`src/rtl/ucsbece154a_mem_bridge.sv`:
```
// ucsbece154a_mem_bridge
// Single-port access sequencer between the multicycle datapath and a unified
// instruction/data memory on a variable-latency req/ack bus. Misaligned
// requests are rejected without a bus cycle and end in an error pulse.
// Optional feature macro: UCSBECE154A_MEM_TIMEOUT_EN. When defined, a
// saturating 8-bit wait counter aborts a BUS access after TIMEOUT_CYCLES
// cycles without ack. When undefined, BUS waits indefinitely for ack.
module ucsbece154a_mem_bridge #(
  parameter int ADDR_WIDTH     = 32,
  parameter int DATA_WIDTH     = 32,
  parameter int TIMEOUT_CYCLES = 16
) (
  input  logic                  clk,
  input  logic                  reset,
  input  logic                  req_valid_i,
  input  logic                  we_i,
  input  logic [ADDR_WIDTH-1:0] adr_i,
  input  logic [DATA_WIDTH-1:0] wd_i,
  output logic                  busy_o,
  output logic                  done_o,
  output logic                  err_o,
  output logic [DATA_WIDTH-1:0] rdata_o,
  output logic                  mem_req_o,
  output logic                  mem_we_o,
  output logic [ADDR_WIDTH-1:0] mem_adr_o,
  output logic [DATA_WIDTH-1:0] mem_wd_o,
  input  logic [DATA_WIDTH-1:0] mem_rd_i,
  input  logic                  mem_ack_i
);

  localparam logic [1:0] IDLE = 2'd0;
  localparam logic [1:0] BUS  = 2'd1;
  localparam logic [1:0] DONE = 2'd2;
  localparam logic [1:0] ERR  = 2'd3;

  // Reject out-of-range timeout limits when the design is elaborated.
  if (TIMEOUT_CYCLES < 1 || TIMEOUT_CYCLES > 255) begin : g_bad_timeout
    $error("TIMEOUT_CYCLES must lie in 1..255");
  end

  logic [1:0]            state_q, state_d;
  logic                  we_q, we_d;
  // Only the word index is kept: accepted addresses are always word aligned.
  logic [ADDR_WIDTH-3:0] adr_q, adr_d;
  logic [DATA_WIDTH-1:0] wd_q, wd_d;
  logic [DATA_WIDTH-1:0] rdata_q, rdata_d;

`ifdef UCSBECE154A_MEM_TIMEOUT_EN
  localparam logic [7:0] TIMEOUT_LIM = 8'(TIMEOUT_CYCLES);
  logic [7:0] wait_cnt_q, wait_cnt_d;
`endif

  // Next-state and latch-update logic for the access sequencer.
  always_comb begin
    // NOTE: every signal assigned here gets a default first, so no path
    // through the case can leave a value unassigned and infer a latch.
    state_d = state_q;
    we_d    = we_q;
    adr_d   = adr_q;
    wd_d    = wd_q;
    rdata_d = rdata_q;
`ifdef UCSBECE154A_MEM_TIMEOUT_EN
    wait_cnt_d = wait_cnt_q;
`endif
    case (state_q)
      IDLE: begin
        if (req_valid_i) begin
          if (adr_i[1:0] != 2'b00) begin
            state_d = ERR;
          end else begin
            we_d    = we_i;
            adr_d   = adr_i[ADDR_WIDTH-1:2];
            wd_d    = wd_i;
`ifdef UCSBECE154A_MEM_TIMEOUT_EN
            wait_cnt_d = 8'd0;
`endif
            state_d = BUS;
          end
        end
      end
      BUS: begin
        // An ack always wins, even on the cycle the timeout limit is hit.
        if (mem_ack_i) begin
          if (!we_q) rdata_d = mem_rd_i;
          state_d = DONE;
        end else begin
`ifdef UCSBECE154A_MEM_TIMEOUT_EN
          wait_cnt_d = (wait_cnt_q == 8'hFF) ? wait_cnt_q : wait_cnt_q + 8'd1;
          if (wait_cnt_q == TIMEOUT_LIM - 8'd1) state_d = ERR;
`endif
        end
      end
      DONE:    state_d = IDLE;
      ERR:     state_d = IDLE;
      default: state_d = IDLE;
    endcase
  end

  // State and latched request registers, cleared asynchronously.
  always_ff @(posedge clk or posedge reset) begin
    // NOTE: sequential state uses non-blocking assignments so every register
    // samples the pre-edge values regardless of statement order.
    if (reset) begin
      state_q <= IDLE;
      we_q    <= 1'b0;
      adr_q   <= '0;
      wd_q    <= '0;
      rdata_q <= '0;
`ifdef UCSBECE154A_MEM_TIMEOUT_EN
      wait_cnt_q <= 8'd0;
`endif
    end else begin
      state_q <= state_d;
      we_q    <= we_d;
      adr_q   <= adr_d;
      wd_q    <= wd_d;
      rdata_q <= rdata_d;
`ifdef UCSBECE154A_MEM_TIMEOUT_EN
      wait_cnt_q <= wait_cnt_d;
`endif
    end
  end

  // Outputs decoded only from state and latched registers, so reset drops
  // the bus request at once and no input reaches an output combinationally.
  always_comb begin
    busy_o    = (state_q != IDLE);
    done_o    = (state_q == DONE) || (state_q == ERR);
    err_o     = (state_q == ERR);
    mem_req_o = (state_q == BUS);
    mem_we_o  = (state_q == BUS) && we_q;
    mem_adr_o = {adr_q, 2'b00};
    mem_wd_o  = wd_q;
    rdata_o   = rdata_q;
  end

endmodule
```
`config.mk`:
```
export PLATFORM = sky130hd
export DESIGN_NAME = ucsbece154a_mem_bridge
export DESIGN_NICKNAME = d
export VERILOG_FILES = /design/src/rtl/ucsbece154a_mem_bridge.sv
export SDC_FILE = /design/constraint.sdc
export NUM_CORES = 1
export LEC_CHECK = 0
export BUFFER_PORTS_ARGS = -buffer_cell sky130_fd_sc_hd__buf_2
export CORE_AREA = 2 2 92 94
export DETAILED_ROUTE_END_ITERATION = 12
export DIE_AREA = 0 0 94 96
export GPL_TIMING_DRIVEN = 0
export PLACE_DENSITY = 0.83
export SLEW_MARGIN = 10
export SYNTH_ARGS = -nofsm -noshare
export SYNTH_HDL_FRONTEND = slang
export SYNTH_SLANG_ARGS = --single-unit
```
`constraint.sdc`:
```
create_clock -name clk -period 7.5 [get_ports clk]
set_input_delay 0 -clock clk [delete_from_list [all_inputs] [get_ports clk]]
set_output_delay 0 -clock clk [all_outputs]
set_load 0.02 [all_outputs]
```
# Yosys cells after proc, flatten, opt, wreduce, memory -nomap -nowiden
# Cells that the tools add are included.
# word_totals
input_bits,101
output_inout_bits,101
wordCells,25
register_bits,97
# op_classes
n_reduce_logical,9
eq_ne,5
mux,4
n_bitwise,2
# ops
operator,n
2-bit 2-to-1 mux,3
2-bit one-hot mux with 3 select lines,1
3-bit AND reduction,2
2-bit == test (second input constant),2
2-bit nonzero test,2
2-bit by 1-bit == test with 1-bit output (second input constant),1
2-bit zero test,1
2-bit by 1-bit != test with 1-bit output (second input constant),1
2-bit != test (second input constant),1
1-bit NOT,2
2-bit AND reduction,1
2-bit OR reduction,1
1-bit logical AND,1
1-bit logical OR,1

# Logic depth before layout (Yosys ltp)
# Gate-level depths: netlist (run 1).
# logic_depth
ltp_word,4
mapped_depth,5
mapped_depth_nobuf,3

# Least setup slack after synthesis (run 1)
# Ideal clock, no wire load.
# synth_timing
kind,reg-to-reg
start,reg state_q[0]
end,reg rdata_q[13] (netlist: rdata_o[13])
path_buffers,2
synth_period_minus_slack_ps,1639
setup_time_ps,125
arrival_time_ps,1514
required_ps,7375
setup_slack_ps,5861
path_stages_with_launch,6
path_cell_list,dfrtp_1 nor2b_2 and3b_1 clkbuf_2 buf_6 mux2_2
# synth_via
elab_chain_len,2
# synth_lines
item,line_no,source
from (decl),41,"logic [1:0] state_q, state_d;"
from (signal assigned),113,state_q <= state_d;
2-bit by 1-bit == test with 1-bit output,-,
via mem_req_o,23,"output logic mem_req_o,"
3-bit AND reduction (no line),-,
to (signal assigned),117,rdata_q <= rdata_d;
to (decl),46,"logic [DATA_WIDTH-1:0] rdata_q, rdata_d;"
# The timed path passes the listed nets, and every way through them passes these cells.
# A chain may end at the register's enable or synchronous reset.

# Worst setup path in the final report (run 1)
# layout_timing
start,reg state_q[1]
end,reg wd_q[11] (netlist: mem_wd_o[11])
# layout_via
elab_chain_len,2
# layout_lines
item,line_no,source
2-bit zero test,65,case (state_q)
3-bit AND reduction (no line),-,
to (signal assigned),116,wd_q <= wd_d;
to (decl),45,"logic [DATA_WIDTH-1:0] wd_q, wd_d;"
# Every way passes these cells.

==> run metrics, run 1 <==
WL met1=3.81 mm; number of clock buffers inserted by TritonCTS=9; vias after detailed routing=2,983; count of final max-slew check failures=0; total setup buffers inserted after CTS=0; net switching power=905 uW; Overflow after GRT=0; ANT cells=0; main combinational cell family by area after synthesis=multiplexers; hold slack final=0.265 ns; Detail Route met3 WL=730 um; clock-pin slew reported for the worst setup and hold paths after clock tree synthesis=0.09 ns; IO buf count=199; commonest non-fill, non-tap cell in the layout=sky130_fd_sc_hd__buf_2; final wirelength=10.2 mm; initial antenna violation count=0; HPWL after detailed placement=6.20 mm; CTS resizes=0; cts hold-fix bufs=99; static leakage power=3.02 nW; Post-Synth XOR/XNOR Area=0%; synthesized-area fraction occupied by and/or/nand/nor cells=1.92%; count of synthesis-stage warnings from yosys=0; number of distinct library cells after synthesis=19; Gate power share=45.4%; Cells after Synth=220; Core Rows=33; Initial Util=46.2%; vias per std cell=4.66; TritonCTS clock tree=yes; number of filler cells placed in the layout=496; flops & latches, synth=97; hold-critical path depth=4; first-iteration detailed-routing DRC count=36; final routed wire length divided by cell count=15.9 um; fraction of power spent switching nets=38.5%; wire length of the first global-routing pass=15.3 mm; area share of fa/ha/maj cells after synthesis=0%; maximum fanout along the worst path=10; max cap viols=0; iteration count of the initial detailed-routing pass=4; post-layout net count=632; I/O pin count=202; Worst slew margin=60.9%; met2 wire length=5.41 mm; end of the worst register-to-register path=mem_wd_o[11]; post-route minimum period=1.67 ns; Core Box Area=8050 um^2; capturing element type of the critical path=flip-flop; clock latency of the later-clocked register in the worst-skew pair=0.35 ns; reg-to-reg startpoint=state_q[1]; worst IR drop on VDD=0.000231 V; Register-to-Register Path Depth=4; Hold/Removal Path Class=in -> reg; average size of a mapped cell=16.9 um^2; routability-driven placement congestion ratio=0.693; setup repair after global routing missed its margin=no; number of buffers between clock root and the deepest sink=2; Tot GR Track Use=22.5%; run status=complete, no violations; Worst Min Path Start=adr_i[0]; type of the setup path with the least slack=reg -> reg; Final Hold Vio Count=0; multiplexer share of the synthesized area=28.8%; Seq pwr share=39.4%; vertical extent of the die=96 um; cell at the root of the clock tree=sky130_fd_sc_hd__clkbuf_8; number of global-route vias before repair=3,184; slack of the worst reg-to-reg path=5.83 ns; Post-Route Setup TNS=0 ns; instance count after placement with tap cells included=526; data arrival at the endpoint of the critical path=1.90 ns; residual antenna-violating net count after detailed routing=0; design internal power=1.44 mW; required time of the worst setup path=7.73 ns; power density normalized to cell area=387 nW/um^2; depth of the CTS H-tree=3; proportion of synthesized chip area in sequential cells=65.3%; type of element launching the critical path=flip-flop; slew of the pin with the lowest slew margin=0.586 ns; total power after layout=2.35 mW; area added between synthesis and finish=63.5%; Period Utilization, post-route=22.2%; # setup viols final=0; highest metal layer with signal wires=met4; number of standard cells in the layout, taps in and fillers out=640; DRC errors left=0; Die Width=94 um; area enclosed by the die boundary=9020 um^2; worst clock skew on the final layout=0.00622 ns; pin count of the biggest net entering global routing=53; total clock sinks=97; f_max=0.600 GHz; Clock Power Share=15.3%; commonest cells after routing, fill and taps aside=199 x sky130_fd_sc_hd__buf_2, 99 x sky130_fd_sc_hd__dlygate4sd3_1, 97 x sky130_fd_sc_hd__dfrtp_1, 94 x sky130_fd_sc_hd__mux2_2; area fraction in compound gates after synthesis=0.471%; hold path endpoint=we_q; share of cells above drive strength 1=60.7%; synthesized area=3720 um^2
-- metal layers --
metal,vias to the layer above,global-route usage (%)
met4,0,8.57
met2,126,41.8
met3,20,6.97
met1,1457,23.9
li1,1380,-
met5,-,0
-- cell families (layout without fill, tap and decap cells) --
| family | after synthesis | count (layout) |
|---|---|---|
| buf+inv | 14 | 328 |
| flops | 97 | 97 |
| other cells | 1 | 2 |
| mux | 95 | 95 |
| compound gates | 3 | 3 |
| simple gates | 10 | 10 |
-- area by class of cell --
cell class                      instances  area, um^2  share of cell area (%)
Timing Repair Buffer                  299        2010                    33.1
Multi-Input combinational cell        110        1170                    19.2
Tap cell                              105         131                    2.16
Clock buffer                           10         128                    2.10
Clock inverter                          5        81.3                    1.34
Sequential cell                        97        2430                    39.9
Buffer                                 13         125                    2.06
Inverter                                1        6.26                   0.103
-- stage by stage --
stage | utilization [%] | area [um^2] | worst slack (ns)
3_5_place_dp | 60.6 | 4880 | 5.83
3_3_place_gp | 60.2 | 4850 | 4.00
5_1_grt | 75.5 | 6080 | 5.73
4_1_cts | 75.5 | 6080 | 5.81
2_1_floorplan | - | 3720 | 4.97
6_report | 75.5 | 6080 | 5.83
-- worst max-delay path by stage --
stage	from	to	slack (ns)	depth (start not counted)
after floorplan	reset	adr_q[0]	4.97	1
after global placement	reset	mem_wd_o[11]	4.00	2
after detailed placement	state_q[0]	mem_wd_o[9]	5.83	4
after CTS	state_q[0]	adr_q[0]	5.81	4
after global routing	state_q[0]	rdata_o[22]	5.73	5
final	state_q[1]	mem_wd_o[11]	5.83	4
-- Yosys cell counts --
library cell | count | area share (%)
sky130_fd_sc_hd__and2_1 | 2 | 0.34
sky130_fd_sc_hd__a21oi_1 | 2 | 0.27
sky130_fd_sc_hd__conb_1 | 1 | 0.10
sky130_fd_sc_hd__buf_4 | 2 | 0.40
sky130_fd_sc_hd__dfrtp_1 | 97 | 65
sky130_fd_sc_hd__clkbuf_1 | 1 | 0.10
sky130_fd_sc_hd__o21bai_1 | 1 | 0.20
sky130_fd_sc_hd__nand2b_1 | 2 | 0.34
sky130_fd_sc_hd__mux2_1 | 1 | 0.30
sky130_fd_sc_hd__buf_6 | 9 | 2.7
sky130_fd_sc_hd__nand2_2 | 1 | 0.17
sky130_fd_sc_hd__and3b_1 | 1 | 0.24
sky130_fd_sc_hd__nand2_1 | 1 | 0.10
sky130_fd_sc_hd__mux2_2 | 94 | 28
sky130_fd_sc_hd__inv_1 | 1 | 0.10
sky130_fd_sc_hd__nor2b_2 | 1 | 0.24
sky130_fd_sc_hd__clkbuf_2 | 1 | 0.13
sky130_fd_sc_hd__nor4_2 | 1 | 0.34
sky130_fd_sc_hd__or2_2 | 1 | 0.17
-- sequential cells by signal (all words and copies together), names as in the netlist --
register  count
adr_q        30
mem_wd_o     32
rdata_o      32
state_q       2
we_q          1
-- power by group through the flow --
stage	sequential, mW	combinational, mW	clock, mW
global route	0.953	1.13	0.389
CTS	0.917	1.06	0.369
global placement	0.909	0.995	0
detailed placement	0.927	1.02	0
finish	0.925	1.07	0.359
floorplan	1.24	0.327	0
-- worst max-delay path, cell delays in order, from the launching register on --
cell and delay (ns):
sky130_fd_sc_hd__dfrtp_1 0.48, sky130_fd_sc_hd__nor4_2 0.31, sky130_fd_sc_hd__nand2_2 0.24, sky130_fd_sc_hd__buf_6 0.23, sky130_fd_sc_hd__mux2_2 0.28
No activity file was read; power rests on OpenSTA's default activity.
==> run 2: changes to the inputs <==
--- a/config.mk
+++ b/config.mk
@@ -5,12 +5,13 @@
 export SDC_FILE = /design/constraint.sdc
 export NUM_CORES = 1
 export LEC_CHECK = 0
+export ABC_AREA = 1
 export BUFFER_PORTS_ARGS = -buffer_cell sky130_fd_sc_hd__buf_2
-export CORE_AREA = 2 2 92 94
+export CORE_AREA = 2 2 97 99
 export DETAILED_ROUTE_END_ITERATION = 12
-export DIE_AREA = 0 0 94 96
+export DIE_AREA = 0 0 99 101
 export GPL_TIMING_DRIVEN = 0
-export PLACE_DENSITY = 0.83
+export PLACE_DENSITY = 0.79
 export SLEW_MARGIN = 10
 export SYNTH_ARGS = -nofsm -noshare
 export SYNTH_HDL_FRONTEND = slang
==> constraint.sdc (replaced) <==
create_clock -name clk -period 1.54 [get_ports clk]
set_input_delay 0 -clock clk [delete_from_list [all_inputs] [get_ports clk]]
set_output_delay 0 -clock clk [all_outputs]
set_load 0.02 [all_outputs]
==> run metrics, run 2 <==
Overflow after GRT=0; most numerous cell in the Yosys netlist=sky130_fd_sc_hd__nand2_1; first-iteration detailed-routing DRC count=196; post-layout net count=854; Period Utilization, post-route=95.3%; final worst-path setup slack=0.0726 ns; clock-pin slew reported for the worst setup and hold paths after clock tree synthesis=0.10 ns; most used flip-flop cell after synthesis=sky130_fd_sc_hd__dfrtp_1; max cap viols=0; average size of a mapped cell=9.12 um^2; delay of the slowest cell on the worst path=0.46 ns; cell types occupying the most area after synthesis=sky130_fd_sc_hd__dfrtp_1 60%, sky130_fd_sc_hd__nand2_1 18%, sky130_fd_sc_hd__nand4_1 15%, sky130_fd_sc_hd__buf_2 2.8%, sky130_fd_sc_hd__buf_4 1.5%; Worst slew margin=43.0%; top cell types by occurrence after synthesis=193 x sky130_fd_sc_hd__nand2_1, 97 x sky130_fd_sc_hd__dfrtp_1, 96 x sky130_fd_sc_hd__nand4_1; clock latency of the later-clocked register in the worst-skew pair=0.36 ns; post-synth top area share=60.0%; cell-by-cell trace of the critical path=nor2_4 > buf_4 > clkbuf_1 > nand4_1 > nand2_1; fraction of registers with async set or reset after synthesis=100%; cell at the root of the clock tree=sky130_fd_sc_hd__clkbuf_8; count of final max-slew check failures=0; required time of the worst setup path=1.83 ns; setup repair after global routing missed its margin=yes; number of clock buffers inserted by TritonCTS=9; Tot GR Track Use=27.7%; slack of the worst reg-to-reg path=0.07 ns; number of buffers between clock root and the deepest sink=2; Initial Util=45.1%; total clock sinks=97; number of distinct library cells after synthesis=15; vias per std cell=5.37; instance count after placement with tap cells included=756; ANT cells=0; Core Rows=35; slew of the pin with the lowest slew margin=0.854 ns; I/O pin count=202; wire length of the first global-routing pass=22.0 mm; final wirelength=14.1 mm; commonest cells after routing, fill and taps aside=218 x sky130_fd_sc_hd__buf_2, 193 x sky130_fd_sc_hd__nand2_1, 97 x sky130_fd_sc_hd__dlygate4sd3_1, 96 x sky130_fd_sc_hd__nand4_1, 95 x sky130_fd_sc_hd__dfrtp_1; utilization of the core after routing=71.2%; proportion of synthesized chip area in sequential cells=60.0%; share of cells above drive strength 1=33.6%; Hold/Removal Path Class=in -> reg; # setup viols final=0; flops & latches, synth=97; TritonCTS clock tree=yes; Register-to-Register Path Depth=5; pin count of the biggest net entering global routing=38; Cells after Synth=444; Post-Place Setup Slack=0.129 ns; count of synthesis-stage warnings from yosys=0; synthesized area=4050 um^2; f_max=0.681 GHz; initial antenna violation count=0; iteration count of the initial detailed-routing pass=5; area enclosed by the die boundary=10000 um^2; Die Width=99 um; number of standard cells in the layout, taps in and fillers out=869; highest metal layer with signal wires=met4; commonest non-fill, non-tap cell in the layout=sky130_fd_sc_hd__buf_2; final routed wire length divided by cell count=16.2 um; Post-synth EDFFs=0; static leakage power=3.54 nW; routability-driven placement congestion ratio=0.830; depth of the CTS H-tree=3; Detail Route met3 WL=838 um; residual antenna-violating net count after detailed routing=0; DRC errors left=0; WL met1=5.28 mm; area added between synthesis and finish=58.0%; maximum fanout along the worst path=10; power density normalized to cell area=1810 nW/um^2; total power after layout=11.6 mW; hold slack final=0.0973 ns; leading area contributor after synthesis=sky130_fd_sc_hd__dfrtp_1; met2 wire length=7.36 mm; data arrival at the endpoint of the critical path=1.76 ns; Core Box Area=8980 um^2; vertical extent of the die=101 um; worst IR drop on VDD=0.000951 V; number of global-route vias before repair=4,551; start point of the critical path=state_q[1]; end of the worst register-to-register path=adr_q[26]; run status=complete, no violations; type of element launching the critical path=flip-flop; Worst path slowest cell=sky130_fd_sc_hd__dfrtp_2; Final Hold Vio Count=0; worst setup path end=adr_q[26]; post-route minimum period=1.47 ns; IO buf count=198; capturing element type of the critical path=flip-flop; type of the setup path with the least slack=reg -> reg; worst clock skew on the final layout=0.0154 ns; vias after detailed routing=4,663; HPWL after detailed placement=8.53 mm; reg-to-reg startpoint=state_q[1]
run 2: cell count changes in the layout (fill, tap and decap cells not counted), sizes merged, moves of 4 or more:
cell	before	now
nand2	2	193
nand4	0	96
mux2	95	0
buf	211	232
clkbuf	12	21
inv	1	7
nor2	0	4
run 2: cell type report:
type / count / area, um^2
buffer: 42 / 225
inverter: 7 / 30.0
tap: 111 / 139
sequential: 97 / 2430
clock inverter: 6 / 52.6
multi-input combinational: 298 / 1380
fill: 676 / 2580
timing repair buffer: 298 / 2010
clock buffer: 10 / 128
run 2: worst max-delay path, delay by kind of cell (launching register included):
kind | cells | cell delay (ns)
buffers and inverters | 2 | 0.48
and+or+nand+nor | 3 | 0.47
DFF | 1 | 0.46
run 2: routing by layer:
metal	up-vias	GRT usage, %
met2	239	48.6
met4	0	13.4
met1	2258	33.3
met3	55	4.30
met5	-	0
li1	2111	-
run 2: through the flow:
step / cell area [um^2] / setup TNS (ns)
CTS: 6390 / 0
finish: 6400 / 0
detailed placement: 5230 / 0
global route: 6400 / -0.0269
floorplan: 4060 / 0
global placement: 5180 / -23.93
run 2: worst min-delay path by stage:
| stage | from | to | slack (ns) | cells after the start |
|---|---|---|---|---|
| floorplan | mem_rd_i[25] | rdata_o[25] | 0.15 | 2 |
| global route | req_valid_i | adr_q[27] | 0.12 | 4 |
| global placement | mem_rd_i[26] | rdata_o[26] | 0.25 | 3 |
| CTS | req_valid_i | adr_q[27] | 0.07 | 4 |
| detailed placement | reset | mem_wd_o[28] | 0.21 | 2 |
| finish | req_valid_i | adr_q[27] | 0.1 | 4 |
run 2: repair_timing:
action / CTS / global route
gates resized for setup: 4 / 6
pin swaps: 0 / 1
hold buffers: 97 / 0
hold endpoints to repair: 130 / 0
buffers inserted: 0 / 1
setup endpoints to repair: 1 / 3
run 2: logic make-up (layout without fill, tap and decap cells):
| family | count (synthesis) | in the layout | synth area share (%) |
|---|---|---|---|
| other | 1 | 2 | 0.0926 |
| flip-flops | 97 | 97 | 60.0 |
| buffers and inverters | 50 | 363 | 6.09 |
| AO/OA/AOI/OAI | 2 | 2 | 0.247 |
| AND/OR/NAND/NOR | 294 | 294 | 33.6 |
run 2: power by group:
group | total (mW) | leakage [nW] | switching (mW) | internal, mW
registers | 4.41 | 1.21 | 0.689 | 3.72
logic | 5.64 | 2.25 | 3.75 | 1.88
clock network | 1.54 | 0.0846 | 0.931 | 0.609
total | 11.6 | 3.54 | 5.37 | 6.21
==> run 3: changes to the inputs <==
--- a/config.mk
+++ b/config.mk
@@ -12,6 +12,7 @@
 export DIE_AREA = 0 0 99 101
 export GPL_TIMING_DRIVEN = 0
 export PLACE_DENSITY = 0.79
+export RECOVER_POWER = 100
 export SLEW_MARGIN = 10
 export SYNTH_ARGS = -nofsm -noshare
 export SYNTH_HDL_FRONTEND = slang
==> run metrics, run 3 (synthesis gave the netlist of run 2 again) <==
vertical extent of the die=101 um; area added between synthesis and finish=54.5%; DRC errors left=0; final worst-path setup slack=0.0782 ns; design internal power=5.88 mW; HPWL after detailed placement=8.53 mm; cell at the root of the clock tree=sky130_fd_sc_hd__clkbuf_8; Overflow after GRT=0; total clock sinks=97; Core Rows=35; Worst slew margin=47.6%; number of global-route vias before repair=4,551; data arrival at the endpoint of the critical path=1.75 ns; ANT cells=0; area enclosed by the die boundary=10000 um^2; Worst Min Path Start=req_valid_i; Clock Power Share=13.6%; TritonCTS clock tree=yes; power density normalized to cell area=1800 nW/um^2; commonest non-fill, non-tap cell in the layout=sky130_fd_sc_hd__nand2_1; number of filler cells placed in the layout=738; number of buffers between clock root and the deepest sink=2; number of clock buffers inserted by TritonCTS=9; final wirelength=14.0 mm; pin count of the biggest net entering global routing=38; hold path endpoint=adr_q[27]; clock-pin slew reported for the worst setup and hold paths after clock tree synthesis=0.10 ns; worst clock skew on the final layout=0.0129 ns; fraction of power spent switching nets=47.8%; setup repair after global routing missed its margin=yes; vias after detailed routing=4,619; depth of the CTS H-tree=3; first-iteration detailed-routing DRC count=250; Seq pwr share=39.4%; slack of the worst reg-to-reg path=0.08 ns; slew of the pin with the lowest slew margin=0.784 ns; type of the setup path with the least slack=reg -> reg; static leakage power=3.22 nW; end of the worst register-to-register path=adr_q[26]; iteration count of the initial detailed-routing pass=4; share of cells above drive strength 1=21.1%; Register-to-Register Path Depth=5; Tot GR Track Use=27.7%; capturing element type of the critical path=flip-flop; Die Width=99 um; f_max=0.684 GHz; commonest cells after routing, fill and taps aside=193 x sky130_fd_sc_hd__nand2_1, 123 x sky130_fd_sc_hd__buf_2, 104 x sky130_fd_sc_hd__clkbuf_1, 97 x sky130_fd_sc_hd__dlygate4sd3_1, 96 x sky130_fd_sc_hd__nand4_1; final design area excluding fillers=6250 um^2; clock latency of the later-clocked register in the worst-skew pair=0.35 ns; start point of the critical path=state_q[1]; Hold/Removal Path Class=in -> reg; run status=complete, no violations; I/O pin count=202; residual antenna-violating net count after detailed routing=0; count of buffering cells on the critical path with inverters included=2; sequential cell area=2430 um^2; Post-Route Setup TNS=0 ns; post-route minimum period=1.46 ns; final routed wire length divided by cell count=16.1 um; vias per std cell=5.32; routability-driven placement congestion ratio=0.830; Gate power share=47.0%; area of the multi-input gates=1380 um^2; wire length of the first global-routing pass=22.0 mm; hold-critical path depth=4; net switching power=5.40 mW; CP top delay family=buffers and inverters; Worst path slowest cell=sky130_fd_sc_hd__dfrtp_2; max cap viols=0; Post-Place Setup Slack=0.129 ns; worst IR drop on VDD=0.000926 V; cell-by-cell trace of the critical path=nor2_4 > buf_4 > clkbuf_1 > nand4_1 > nand2_1; Final Hold Vio Count=0; utilization of the core after routing=69.6%; Core Box Area=8980 um^2; total cell area at the placement stage=5230 um^2; initial antenna violation count=0; Period Utilization, post-route=94.9%; post-layout net count=854; required time of the worst setup path=1.83 ns; # setup viols final=0; Initial Util=45.1%; IO buf count=198; reg-to-reg startpoint=state_q[1]; count of final max-slew check failures=0; maximum fanout along the worst path=10; delay of the slowest cell on the worst path=0.47 ns; type of element launching the critical path=flip-flop
## run 3: cell count changes in the layout (fill, tap and decap cells not counted), sizes merged
cell	previous run	this run
buf	232	135
clkbuf	21	118
## run 3: layer usage
metal | vias to the layer above | GRT usage (%) | share of wire [%]
met5 | - | 0 | 0
met2 | 243 | 48.6 | 52
met3 | 50 | 4.30 | 5.9
li1 | 2114 | - | -
met4 | 0 | 13.4 | 3.9
met1 | 2212 | 33.3 | 38
## run 3: power groups by stage
stage / clock (mW) / sequential (mW) / combinational, mW
finish: 1.53 / 4.44 / 5.30
global route: 1.69 / 4.57 / 5.76
CTS: 1.58 / 4.37 / 5.53
detailed placement: 0 / 4.38 / 5.32
global placement: 0 / 4.34 / 5.17
floorplan: 0 / 5.78 / 1.93
## run 3: cell type report
cell class                      instances  share of cell area [%]
Multi-Input combinational cell        298                    22.1
Sequential cell                        97                    38.9
Tap cell                              111                    2.22
Buffer                                 42                    3.60
Timing Repair Buffer                  298                    29.8
Inverter                                7                   0.480
Clock inverter                          6                   0.841
Clock buffer                           10                    2.04
## run 3: timing repair
action                     CTS  global route
resized for setup            4             6
hold endpoints to repair   130             0
setup buffers                0             1
hold buffers                97             0
gates cloned                 0             0
pin swaps                    0             1
setup endpoints to repair    1             3
## run 3: worst register-to-register path, cell delays in order, from the launching register on
cell	delay, ns
sky130_fd_sc_hd__dfrtp_2	0.47
sky130_fd_sc_hd__nor2_4	0.13
sky130_fd_sc_hd__buf_4	0.13
sky130_fd_sc_hd__clkbuf_1	0.35
sky130_fd_sc_hd__nand4_1	0.20
sky130_fd_sc_hd__nand2_1	0.13
## run 3: stage by stage
step | power (mW) | hold WS [ns] | instances
after floorplan | 7.71 | 0.151 | 445
after global placement | 9.51 | 0.250 | 754
after detailed placement | 9.70 | 0.211 | 756
after CTS | 11.5 | 0.0706 | 869
after global routing | 12.0 | 0.116 | 869
final | 11.3 | 0.0905 | 869
## run 3: how the worst max path moves through the flow
stage	endpoint	slack (ns)	cells past startpoint
after floorplan	adr_q[0]	0.39	1
after global placement	adr_q[6]	-0.25	2
after detailed placement	adr_q[3]	0.13	5
after CTS	mem_we_o	0.002	4
after global routing	adr_q[26]	-0.02	5
final	adr_q[26]	0.08	5
